===== config.mk =====
export PLATFORM = sky130hd
export DESIGN_NAME = instruction_fetch_unit_flat
export DESIGN_NICKNAME = d
export VERILOG_FILES = /design/src/rtl/instruction_fetch_unit_if.sv /design/src/rtl/instruction_fetch_unit.sv /design/src/flat_wrapper.sv
export SDC_FILE = /design/constraint.sdc
export NUM_CORES = 1
export LEC_CHECK = 0
export ABC_AREA = 1
export CAP_MARGIN = 20
export CORE_ASPECT_RATIO = 1.4
export CORE_MARGIN = 2
export CORE_UTILIZATION = 52
export CTS_BUF_LIST = sky130_fd_sc_hd__clkbuf_8
export DETAILED_ROUTE_END_ITERATION = 7
export PLACE_DENSITY = 0.93
export SYNTH_ARGS = -nofsm -noshare
export SYNTH_HDL_FRONTEND = slang
export SYNTH_SLANG_ARGS = --single-unit
export TNS_END_PERCENT = 5

===== constraint.sdc =====
create_clock -name clk -period 2.23 [get_ports clk]
set_input_delay 0.669 -clock clk [delete_from_list [all_inputs] [get_ports clk]]
set_output_delay 0.669 -clock clk [all_outputs]
set_load 0.01 [all_outputs]

===== src/rtl/instruction_fetch_unit_if.sv =====
// ============================================================================
// Module      : instruction_fetch_unit_if
// Description : Request/valid handshake between the fetch stage and imem.
// Revision    : 1.0
// ============================================================================
`default_nettype none

interface instruction_fetch_unit_if;
    logic        imem_req;
    logic [31:0] imem_addr;
    logic [31:0] imem_rdata;
    logic        imem_valid;

    modport master (
        output imem_req,
        output imem_addr,
        input  imem_rdata,
        input  imem_valid
    );

    modport slave (
        input  imem_req,
        input  imem_addr,
        output imem_rdata,
        output imem_valid
    );
endinterface

`default_nettype wire


===== src/rtl/instruction_fetch_unit.sv =====
// ============================================================================
// Module      : instruction_fetch_unit
// Description : MIPS fetch stage with IF/ID register, stall buffer, redirect drain.
// Revision    : 1.0
// ============================================================================
`default_nettype none

module instruction_fetch_unit #(
    parameter logic [31:0] RESET_PC = 32'h0000_0000
) (
    input  wire logic                    clk,
    input  wire logic                    reset,
    input  wire logic                    stall,
    input  wire logic                    redirect,
    input  wire logic [31:0]             redirect_target,
    instruction_fetch_unit_if.master     imem,
    output logic                         if_id_valid,
    output logic [31:0]                  if_id_inst,
    output logic [31:0]                  if_id_pc_plus4,
    output logic [4:0]                   if_id_rs,
    output logic [4:0]                   if_id_rt,
    output logic [4:0]                   if_id_rd,
    output logic [15:0]                  if_id_imm,
    output logic [31:0]                  fetch_count
);

    typedef enum logic [1:0] {
        S_REQ   = 2'd0,
        S_HOLD  = 2'd1,
        S_DRAIN = 2'd2
    } state_t;

    state_t      state, state_nxt;
    logic [31:0] pc, pc_nxt;
    logic [31:0] hold_buf, hold_nxt;
    logic [31:0] pending, pending_nxt;
    logic        ifid_load;
    logic        ifid_flush;
    logic [31:0] ifid_data;
    logic [31:0] pc_plus4;
    logic [31:0] target;

    assign pc_plus4 = pc + 32'd4;
    assign target   = redirect_target & ~32'h0000_0003;

    assign imem.imem_req  = !reset && (state != S_HOLD);
    assign imem.imem_addr = pc;

    assign if_id_rs  = if_id_inst[25:21];
    assign if_id_rt  = if_id_inst[20:16];
    assign if_id_rd  = if_id_inst[15:11];
    assign if_id_imm = if_id_inst[15:0];

    always_comb begin
        state_nxt   = state;
        pc_nxt      = pc;
        hold_nxt    = hold_buf;
        pending_nxt = pending;
        ifid_load   = 1'b0;
        ifid_flush  = 1'b0;
        ifid_data   = imem.imem_rdata;

        if (redirect) begin
            ifid_flush = 1'b1;
            hold_nxt   = 32'h0;
            case (state)
                S_REQ: begin
                    if (imem.imem_valid) begin
                        pc_nxt = target;
                    end else begin
                        // Response still in flight: park the target until it drains.
                        pending_nxt = target;
                        state_nxt   = S_DRAIN;
                    end
                end
                S_HOLD: begin
                    pc_nxt    = target;
                    state_nxt = S_REQ;
                end
                default: begin
                    pending_nxt = target;
                    if (imem.imem_valid) begin
                        pc_nxt    = target;
                        state_nxt = S_REQ;
                    end
                end
            endcase
        end else begin
            case (state)
                S_REQ: begin
                    if (imem.imem_valid) begin
                        if (stall) begin
                            hold_nxt  = imem.imem_rdata;
                            state_nxt = S_HOLD;
                        end else begin
                            ifid_load = 1'b1;
                            pc_nxt    = pc_plus4;
                        end
                    end
                end
                S_HOLD: begin
                    if (!stall) begin
                        ifid_load = 1'b1;
                        ifid_data = hold_buf;
                        pc_nxt    = pc_plus4;
                        state_nxt = S_REQ;
                    end
                end
                default: begin
                    if (imem.imem_valid) begin
                        pc_nxt    = pending;
                        state_nxt = S_REQ;
                    end
                end
            endcase
        end
    end

    always_ff @(posedge clk) begin
        if (reset) begin
            state <= S_REQ;
        end else begin
            state <= state_nxt;
        end
    end

    always_ff @(posedge clk) begin
        if (reset) begin
            pc             <= RESET_PC;
            hold_buf       <= 32'h0;
            pending        <= 32'h0;
            if_id_valid    <= 1'b0;
            if_id_inst     <= 32'h0;
            if_id_pc_plus4 <= 32'h0;
            fetch_count    <= 32'h0;
        end else begin
            pc       <= pc_nxt;
            hold_buf <= hold_nxt;
            pending  <= pending_nxt;
            if (ifid_flush) begin
                if_id_valid <= 1'b0;
                if_id_inst  <= 32'h0;
            end else if (ifid_load) begin
                if_id_valid    <= 1'b1;
                if_id_inst     <= ifid_data;
                if_id_pc_plus4 <= pc_plus4;
                fetch_count    <= fetch_count + 32'd1;
            end
        end
    end

endmodule

`default_nettype wire


===== src/flat_wrapper.sv =====
// flat-port wrapper written by rule: the top's interface ports become plain ports
module instruction_fetch_unit_flat 
#(
    parameter logic [31:0] RESET_PC = 32'h0000_0000
)
  (clk, reset, stall, redirect, redirect_target, if_id_valid, if_id_inst, if_id_pc_plus4, if_id_rs, if_id_rt, if_id_rd, if_id_imm, fetch_count, imem_imem_req, imem_imem_addr, imem_imem_rdata, imem_imem_valid);
  instruction_fetch_unit_if imem_i ();
  input  wire logic clk;
  input  wire logic reset;
  input  wire logic stall;
  input  wire logic redirect;
  input  wire logic [31:0] redirect_target;
  output logic if_id_valid;
  output logic [31:0] if_id_inst;
  output logic [31:0] if_id_pc_plus4;
  output logic [4:0] if_id_rs;
  output logic [4:0] if_id_rt;
  output logic [4:0] if_id_rd;
  output logic [15:0] if_id_imm;
  output logic [31:0] fetch_count;
  output wire logic [$bits(imem_i.imem_req)-1:0] imem_imem_req;
  output wire logic [$bits(imem_i.imem_addr)-1:0] imem_imem_addr;
  input wire logic [$bits(imem_i.imem_rdata)-1:0] imem_imem_rdata;
  input wire logic [$bits(imem_i.imem_valid)-1:0] imem_imem_valid;
  assign imem_imem_req = imem_i.imem_req;
  assign imem_imem_addr = imem_i.imem_addr;
  assign imem_i.imem_rdata = imem_imem_rdata;
  assign imem_i.imem_valid = imem_imem_valid;
  instruction_fetch_unit #(.RESET_PC(RESET_PC)) u_core (.clk(clk), .reset(reset), .stall(stall), .redirect(redirect), .redirect_target(redirect_target), .imem(imem_i), .if_id_valid(if_id_valid), .if_id_inst(if_id_inst), .if_id_pc_plus4(if_id_pc_plus4), .if_id_rs(if_id_rs), .if_id_rt(if_id_rt), .if_id_rd(if_id_rd), .if_id_imm(if_id_imm), .fetch_count(fetch_count));
endmodule

==> results of run 1 <==
==> cell usage in the layout, fill, tap and decap left out, drive strengths merged <==
cell type	n
diode	1
a21oi	122
xnor2	4
clkbuf	18
xor2	7
a211oi	4
o31ai	1
nand3	73
nor3b	1
bufinv	5
a311oi	9
o21a	2
conb	4
clkinvlp	4
nand4	8
buf	43
inv	119
ha	2
nand3b	7
o211ai	20
nor2	232
or2	4
o21ai	168
o21bai	2
dfxtp	189
a31oi	20
mux2i	1
dlygate4sd2	1
dlymetal6s2s	2
nor3	5
clkinv	3
o221a	3
a2111oi	1
nand2	324
clkdlybuf4s50	218
and2	1
==> worst min-delay path by stage <==
| stage | startpoint | endpoint | slack [ns] | cells after the start |
|---|---|---|---|---|
| after floorplan | u_core.hold_buf[0] | u_core.hold_buf[0] | 0.42 | 2 |
| after global placement | u_core.hold_buf[31] | u_core.hold_buf[31] | 0.43 | 2 |
| after detailed placement | u_core.hold_buf[7] | u_core.hold_buf[7] | 0.44 | 2 |
| after CTS | u_core.hold_buf[6] | u_core.hold_buf[6] | 0.45 | 2 |
| after global routing | u_core.hold_buf[0] | u_core.hold_buf[0] | 0.48 | 2 |
| final | u_core.hold_buf[4] | u_core.hold_buf[4] | 0.46 | 2 |
==> power breakdown <==
part / internal (mW) / leakage, nW / switching [mW]
Clock: 1.39 / 0.226 / 1.30
Combinational: 0.604 / 3.00 / 0.722
Sequential: 3.55 / 1.55 / 0.153
==> flip-flops by register name (all words and copies together) (netlist names) <==
register / count
u_core.fetch_count: 32
u_core.hold_buf: 32
u_core.if_id_inst: 32
u_core.if_id_pc_plus4: 30
u_core.if_id_valid: 1
u_core.imem.imem_addr: 30
u_core.pending: 30
u_core.state: 2
==> logic make-up (layout without fill, tap and decap cells) <==
| logic type | after synthesis | in the layout | synth area share |
|---|---|---|---|
| AND/OR/NAND/NOR | 655 | 655 | 0.277 |
| AO/OA/AOI/OAI | 352 | 352 | 0.203 |
| buffers and inverters | 231 | 413 | 0.109 |
| flip-flops | 189 | 189 | 0.397 |
| XOR/XNOR | 11 | 11 | 0.0101 |
| adder cells (fa/ha/maj) | 2 | 2 | 0.00263 |
| other | 1 | 5 | 0.000394 |
| multiplexers | 1 | 1 | 0.00105 |
==> cells in the mapped netlist (10+ instances only) <==
library cell,count
sky130_fd_sc_hd__nand2_1,324
sky130_fd_sc_hd__o211ai_1,20
sky130_fd_sc_hd__nor2_1,229
sky130_fd_sc_hd__buf_2,25
sky130_fd_sc_hd__buf_4,37
sky130_fd_sc_hd__nand3_1,72
sky130_fd_sc_hd__clkbuf_1,42
sky130_fd_sc_hd__buf_1,10
sky130_fd_sc_hd__inv_1,109
sky130_fd_sc_hd__a31oi_1,20
sky130_fd_sc_hd__a21oi_1,122
sky130_fd_sc_hd__o21ai_0,163
sky130_fd_sc_hd__dfxtp_1,189
==> per-layer routing <==
metal	up-vias	part of all wire	track usage
met5	-	0	0
met4	0	0.047	0.155
met3	108	0.068	0.0458
met2	490	0.50	0.509
met1	4726	0.38	0.329
li1	5032	-	-
==> layout make-up <==
type	count	area (um^2)
Sequential cell	189	3800
Antenna cell	1	2.50
Tap cell	240	300
Fill cell	1470	5560
Multi-Input combinational cell	1025	4730
Inverter	117	439
Timing Repair Buffer	264	2690
Clock inverter	14	229
Clock buffer	18	248
==> stage by stage <==
| stage | hold WS (ns) | setup TNS (ns) | std cells | worst slack [ns] | power, mW |
|---|---|---|---|---|---|
| global route | 0.475 | 0 | 1868 | 0.00198 | 8.02 |
| finish | 0.455 | 0 | 1868 | 0.0410 | 7.72 |
| floorplan | 0.424 | 0 | 1445 | 0.377 | 4.46 |
| CTS | 0.455 | 0 | 1867 | 0.0000884 | 7.73 |
| detailed placement | 0.440 | -0.445 | 1835 | -0.167 | 5.08 |
| global placement | 0.431 | -0.209 | 1835 | -0.166 | 5.04 |
==> results by stage, run 1 <==
Synthesis:
- Of the post-synthesis cell area, the dominant cell type holds 0.397.
- The unique cell type count in the Yosys netlist is 39.
- The number of instances in the synthesized netlist is about 1,400.
- The share of the Yosys chip area taken by registers is 0.397.
- The most instantiated flip-flop cell in the synthesis netlist is sky130_fd_sc_hd__dfxtp_1.
- Ranked by total cell area, the synthesized netlist is headed by sky130_fd_sc_hd__dfxtp_1 (40%), sky130_fd_sc_hd__nand2_1 (13%), sky130_fd_sc_hd__nor2_1 (9.0%).
- The biggest area contributor in the post-synthesis netlist is sky130_fd_sc_hd__dfxtp_1.
- After synthesis, the mean cell area works out to approximately 6.6 um^2.
- Synthesis inferred 189 register bits.
- The mapped netlist covers between 9000 and 10,000 um^2.
- The number of enable-type register cells in the synthesized netlist is 0.
- After synthesis, the share of flip-flops with an asynchronous set or reset is 0.
- The number of warnings issued by yosys is 0.

Global routing:
- The number of global-route vias before repair is between 9,000 and 10,000.
- The initial antenna violation count is 1.
- The total overflow left after global routing is 0.
- The global router's overall resource usage is 0.286.
- The first global-routing pass estimated 45.4 mm of wire.
- Entering global routing, the biggest net connects 67 pins.

Routing:
- The routed wire length per instance is approximately 15 um.
- For this block, the routed nets add up to 28.6 mm of wire.
- In the routed design, unresolved DRC markers number 0.
- The first routing iteration left approximately 1,100 violations.
- The number of vias per cell is 5.54.
- The via count is between 10,000 and 15,000.
- The first TritonRoute pass finished after 7 iterations.
- The number of nets with antenna violations after detailed routing is 0.

Min path:
- The path class of the tightest hold or removal check is flop to flop.

Clocking:
- After clock tree synthesis, the setup repair step added 0 buffers.
- The clock reaches the later pin of the worst-skew pair after 0.47 ns.
- The maximum buffer depth of the clock tree is 2.
- The total CTS buffers is 17.
- The H-tree was split into 4 levels.
- The clock tree from TritonCTS is done.
- Clock-pin slew was measured on the worst setup and hold paths at around 0.11 ns.
- The number of buffers inserted for hold repair after clock tree synthesis is 0.
- The clock root buffer master is sky130_fd_sc_hd__clkbuf_8.
- Once the clock tree was built, the resizer swapped 4 gates to a different size.
- The clock sink total is 189.

Outcome:
- The flow ran to the end, and the final reports show no timing, DRC or antenna violations.

Finish:
- From synthesis to final layout, the design area changed by 30.5%.
- In the final layout, the share of cells above drive strength 1 is 0.0695.
- The number of nets at the end of the flow is roughly 1,700.
- The final core utilization is 0.691.
- With fillers left out, the area of the finished cells amounts to 12,400 um^2.

Floorplan:
- The floorplan has 58 rows.
- The initial utilization of the core area, before any placement, comes to 0.529.
- The floorplan die area is approximately 20,000 um^2.
- The placeable core region is ~18,000 um^2.
- The horizontal die dimension is roughly 120 um.
- Measured along the y axis, the die boundary spans approximately 160 um.
- In this run the count of I/O pins placed on the die edge is 230.

Timing:
- Of the available clock period, the critical path in the final layout requires 0.982.
- The final number of max-transition violations is 0.
- The final count of negative-setup-slack endpoints is 0.
- Setup repair after global routing left no endpoint under its margin.
- The transition time at the pin with the least slew margin is between 0.5 and 0.6 ns.
- Clock skew on the completed layout was measured at around 0.013 ns.
- The routed design could run at a clock period as short as roughly 2.2 ns.
- The final count of hold timing violations came to 0.
- The max-slew headroom at the worst pin is 0.621.
- The timing-limited maximum frequency is roughly 0.46 GHz.

Critical path:
- In this design, the stage delay of the slowest critical-path cell is ~0.59 ns.
- The most critical setup path has its startpoint at u_core.fetch_count[26].
- The path length in cells of the critical path is 1.
- Counting cells, the worst reg-to-reg path comes to 9.
- The family of cells with the greatest summed delay on the critical path is buffers and inverters.
- The data arrival time of the critical path is ~1.5 ns.
- The capturing element type of the critical path is a primary output.
- The category of the worst setup path launch point is a flop.
- The worst register-to-register path ends at u_core.imem.imem_addr[26].
- The reg-to-reg startpoint is u_core.imem.imem_addr[3].
- Together, buffers and inverters on the worst path number 1.
- The critical path ends at fetch_count[26].
- In this run the worst path has a maximum fanout of 6.
- For flop-to-flop paths, the worst setup slack is about 0.11 ns.
- Data on the critical path is required at its endpoint by approximately 1.6 ns.
- The highest-delay cell along the critical path is sky130_fd_sc_hd__clkdlybuf4s50_1.
- Walking the worst path, the cells encountered are clkdlybuf4s50_1.
- The setup path with the least slack is of type flop to primary output.

Placed design:
- The wire-length estimate of the detail-placed layout is ~20 mm.
- The count of input and output buffers is ~220.
- The placer congestion estimate is just over 0.9.
- In this run the cell area measured after placement is approximately 12,000 um^2.

Power:
- In this run the power density over the cells is slightly above 600 nW/um^2.
- The maximum vdd drop is 0.000431 V.
- Summed over all cells, the static leakage comes to about 4.8 nW.

Flow run:
- The count of maximum capacitance violations is 0.
Note: power is estimated with default switching activity, not from simulation.
==> inputs of run 2 (changes only) <==
--- a/config.mk
+++ b/config.mk
@@ -9,10 +9,10 @@
 export CAP_MARGIN = 20
 export CORE_ASPECT_RATIO = 1.4
 export CORE_MARGIN = 2
-export CORE_UTILIZATION = 52
+export CORE_UTILIZATION = 45
 export CTS_BUF_LIST = sky130_fd_sc_hd__clkbuf_8
 export DETAILED_ROUTE_END_ITERATION = 7
-export PLACE_DENSITY = 0.93
+export PLACE_DENSITY = 0.84
 export SYNTH_ARGS = -nofsm -noshare
 export SYNTH_HDL_FRONTEND = slang
 export SYNTH_SLANG_ARGS = --single-unit
==> run 2 against run 1 <==
Final area rose by 0.44%. Register-to-register slack improved by 0.02 ns. Die area rose by 15%. Critical path depth did not move. Via count fell by 3.5%. Flip-flop and latch count did not move.
==> results by stage, run 2 (synthesized netlist as in run 1, its figures left out) <==
Outcome:
- The flow ran to the end, and the final reports show no timing, DRC or antenna violations.

Routing:
- The number of nets with antenna violations after detailed routing was 0 (unchanged).
- The via count is 9,994 (-3.5%).
- The DRC marker count from the first detailed-route iteration is 727 (-36%).
- The wire length reported by the detailed router is 27.8 mm (-3.0%).
- The number of detailed-route iterations in the first pass came to 7 (unchanged).
- The routed wire length per instance is 14.7 um (-4.3%).
- The total DRC errors in the routed layout is 0 (unchanged).
- The number of vias per cell is 5.28 (-4.8%).

Global routing:
- The met3 routing resource usage after global routing is 0.0433 (-0.00250).
- The pin count of the biggest net entering global routing came to 67 (unchanged).
- The global router's overall resource usage came to 0.243 (-0.0429).
- The number of global-route vias before repair was 9,322 (-2.3%).
- The initial antenna violation count is 0 (-1).
- The met1 usage in global routing is 0.279 (-0.0493).
- The wire length of the first global-routing pass was 44.6 mm (-1.8%).
- The met2 capacity usage during global routing came to 0.432 (-0.0773).
- met2 is the most crowded layer.
- The total congestion overflow came to 0 (unchanged).

Clocking:
- The clock transition at the register clock pins on the worst setup and hold paths after CTS is 0.10 ns (about the same).
- The maximum buffer depth of the clock tree is 2 (unchanged).
- The number of setup buffers added after CTS is 0 (unchanged).
- The number of levels the H-tree was split into is 4 (unchanged).
- The clock sink total is 189 (unchanged).
- The total CTS buffers was 17 (unchanged).
- The clock latency of the later-clocked register in the worst-skew pair came to 0.48 ns (about the same).
- CTS placed an instance of sky130_fd_sc_hd__clkbuf_8 at the clock tree root.
- TritonCTS built the clock tree.

Critical path:
- The family of cells with the greatest summed delay on the critical path is buffers and inverters.
- The capturing element type of the critical path is a primary output.
- STA classifies the critical path startpoint as a flop.
- The data arrival time of the critical path was 1.51 ns (about the same).
- The data required time of the critical path is 1.56 ns (about the same).
- The peak per-stage delay on the critical path is 0.58 ns (about the same).
- The count of buffering cells on the critical path with inverters included was 1 (unchanged).
- The largest fanout on the critical path is 5 (-1).
- The signal on the critical path passes through clkdlybuf4s50_1.
- The critical path in this run is classified as flop to primary output.
- The highest-delay cell along the critical path is sky130_fd_sc_hd__clkdlybuf4s50_1.

Floorplan:
- The number of I/O pins is 230 (unchanged).
- The height of the die came to 176 um (+7.3%).
- The count of standard-cell rows is 63 (+8.6%).
- The placeable core region was 21,000 um^2 (+17%).
- The initial cell density of the core was 0.454 (-0.0750).
- The horizontal die dimension is 127 um (+7.2%).
- The floorplan die area was 22,400 um^2 (+15%).

Timing:
- The fraction of the cycle the final worst path needs came to 0.975 (-0.00630).
- The timing-limited maximum frequency is 0.460 GHz (+0.65%).
- The final count of hold timing violations came to 0 (unchanged).
- The accumulated negative setup slack is 0 ns (unchanged).
- The final-layout worst hold slack is 0.454 ns (-0.000981 ns).
- The final number of max-transition violations is 0 (unchanged).
- The final count of negative-setup-slack endpoints is 0 (unchanged).
- The clock tree skew after final layout is 0.0139 ns (+0.000534 ns).
- The setup slack after layout is 0.0551 ns (+0.0141 ns).
- The time the final worst path needs with I/O delays and setup is 2.17 ns (-0.0141 ns).

Finish:
- The count of filler cells inserted in the layout came to 1,901 (+29%).
- The top cell types in the final layout, fill and taps aside, are sky130_fd_sc_hd__nand2_1 (323), sky130_fd_sc_hd__nor2_1 (226), sky130_fd_sc_hd__clkdlybuf4s50_1 (217).
- The multi-input gate area in the final layout came to 4730 um^2 (about the same).
- The largest registers in the layout are u_core.fetch_count: 32 flops, u_core.hold_buf: 32 flops, u_core.if_id_inst: 32 flops.
- The final core utilization is 0.596 (-0.0953).
- The final cell count without fillers is 1,893 (+1.3%).
- The area added between synthesis and finish is 31.1%.
- The share of cells above drive strength 1 is 0.0821 (+0.0126).
- The number of nets at the end of the flow was 1,691 (+0.36%).
- The count of inserted antenna diode cells came to 0 (-1).
- The post-layout instance area is 12,500 um^2 (+0.44%).
- The total area of sequential cells is 3820 um^2 (+0.53%).
- The library cell used most frequently in the layout, excluding fill and tap cells, is sky130_fd_sc_hd__nand2_1.

Power:
- The ratio of total power to cell area is 613 nW/um^2 (-1.3%).
- The maximum vdd drop is 0.000403 V (-6.6%).
- The leakage power summed over all cells is 4.82 nW (+0.83%).
- The total power draw is 7.65 mW (-0.86%).

Placed design:
- The placer congestion estimate is 0.906 (-2.4%).
- The count of input and output buffers came to 223 (unchanged).
- The placed standard-cell area is 12,000 um^2 (+0.48%).
- The placement-stage worst setup slack was -0.165 ns (+0.00219 ns).
- The post-placement cell count is 1,861 (+1.4%).
- The half-perimeter wire length after detailed placement is 19.8 mm (-1.2%).

Flow run:
- The count of maximum capacitance violations is 0 (unchanged).

Min path:
- The min-delay analysis places its worst path in the category flop to flop.
## run 2: final cells by class
| cell class | count | area share |
|---|---|---|
| multi-input combinational | 1025 | 0.379 |
| sequential | 189 | 0.306 |
| timing repair buffer | 270 | 0.218 |
| inverter | 117 | 0.0352 |
| tap | 260 | 0.0260 |
| clock buffer | 17 | 0.0187 |
| clock inverter | 15 | 0.0177 |
## run 2: tightest hold or removal path, cell delays in order (launching register included)
cell and delay (ns):
sky130_fd_sc_hd__dfxtp_1 0.31, sky130_fd_sc_hd__inv_1 0.06, sky130_fd_sc_hd__a21oi_1 0.05
## run 2: final timing paths
path	endpoint	depth (start not counted)	slack (ns)	startpoint
worst max register to register	u_core.if_id_pc_plus4[18]	9	0.13	u_core.imem.imem_addr[3]
worst max-delay path	imem_imem_addr[3]	1	0.06	u_core.imem.imem_addr[3]
worst min register to register	u_core.hold_buf[18]	2	0.45	u_core.hold_buf[18]
worst min-delay path	u_core.hold_buf[18]	2	0.45	u_core.hold_buf[18]
## run 2: metal layers
| metal | wire (um) | vias to the layer above |
|---|---|---|
| met5 | 0 | - |
| met4 | 1130 | 0 |
| met3 | 1560 | 88 |
| met2 | 13900 | 392 |
| met1 | 11200 | 4479 |
| li1 | - | 5035 |
## run 2: power breakdown
part / switching [mW] / leakage, nW / total (mW) / internal, mW
clock: 1.36 / 0.224 / 2.62 / 1.26
sequential: 0.155 / 1.56 / 3.71 / 3.56
combinational: 0.706 / 3.04 / 1.32 / 0.612
## run 2: what timing repair did
item,CTS,global route
gates resized for setup,7,30
gates cloned,0,0
hold buffers,0,0
endpoints found under the setup margin,7,40
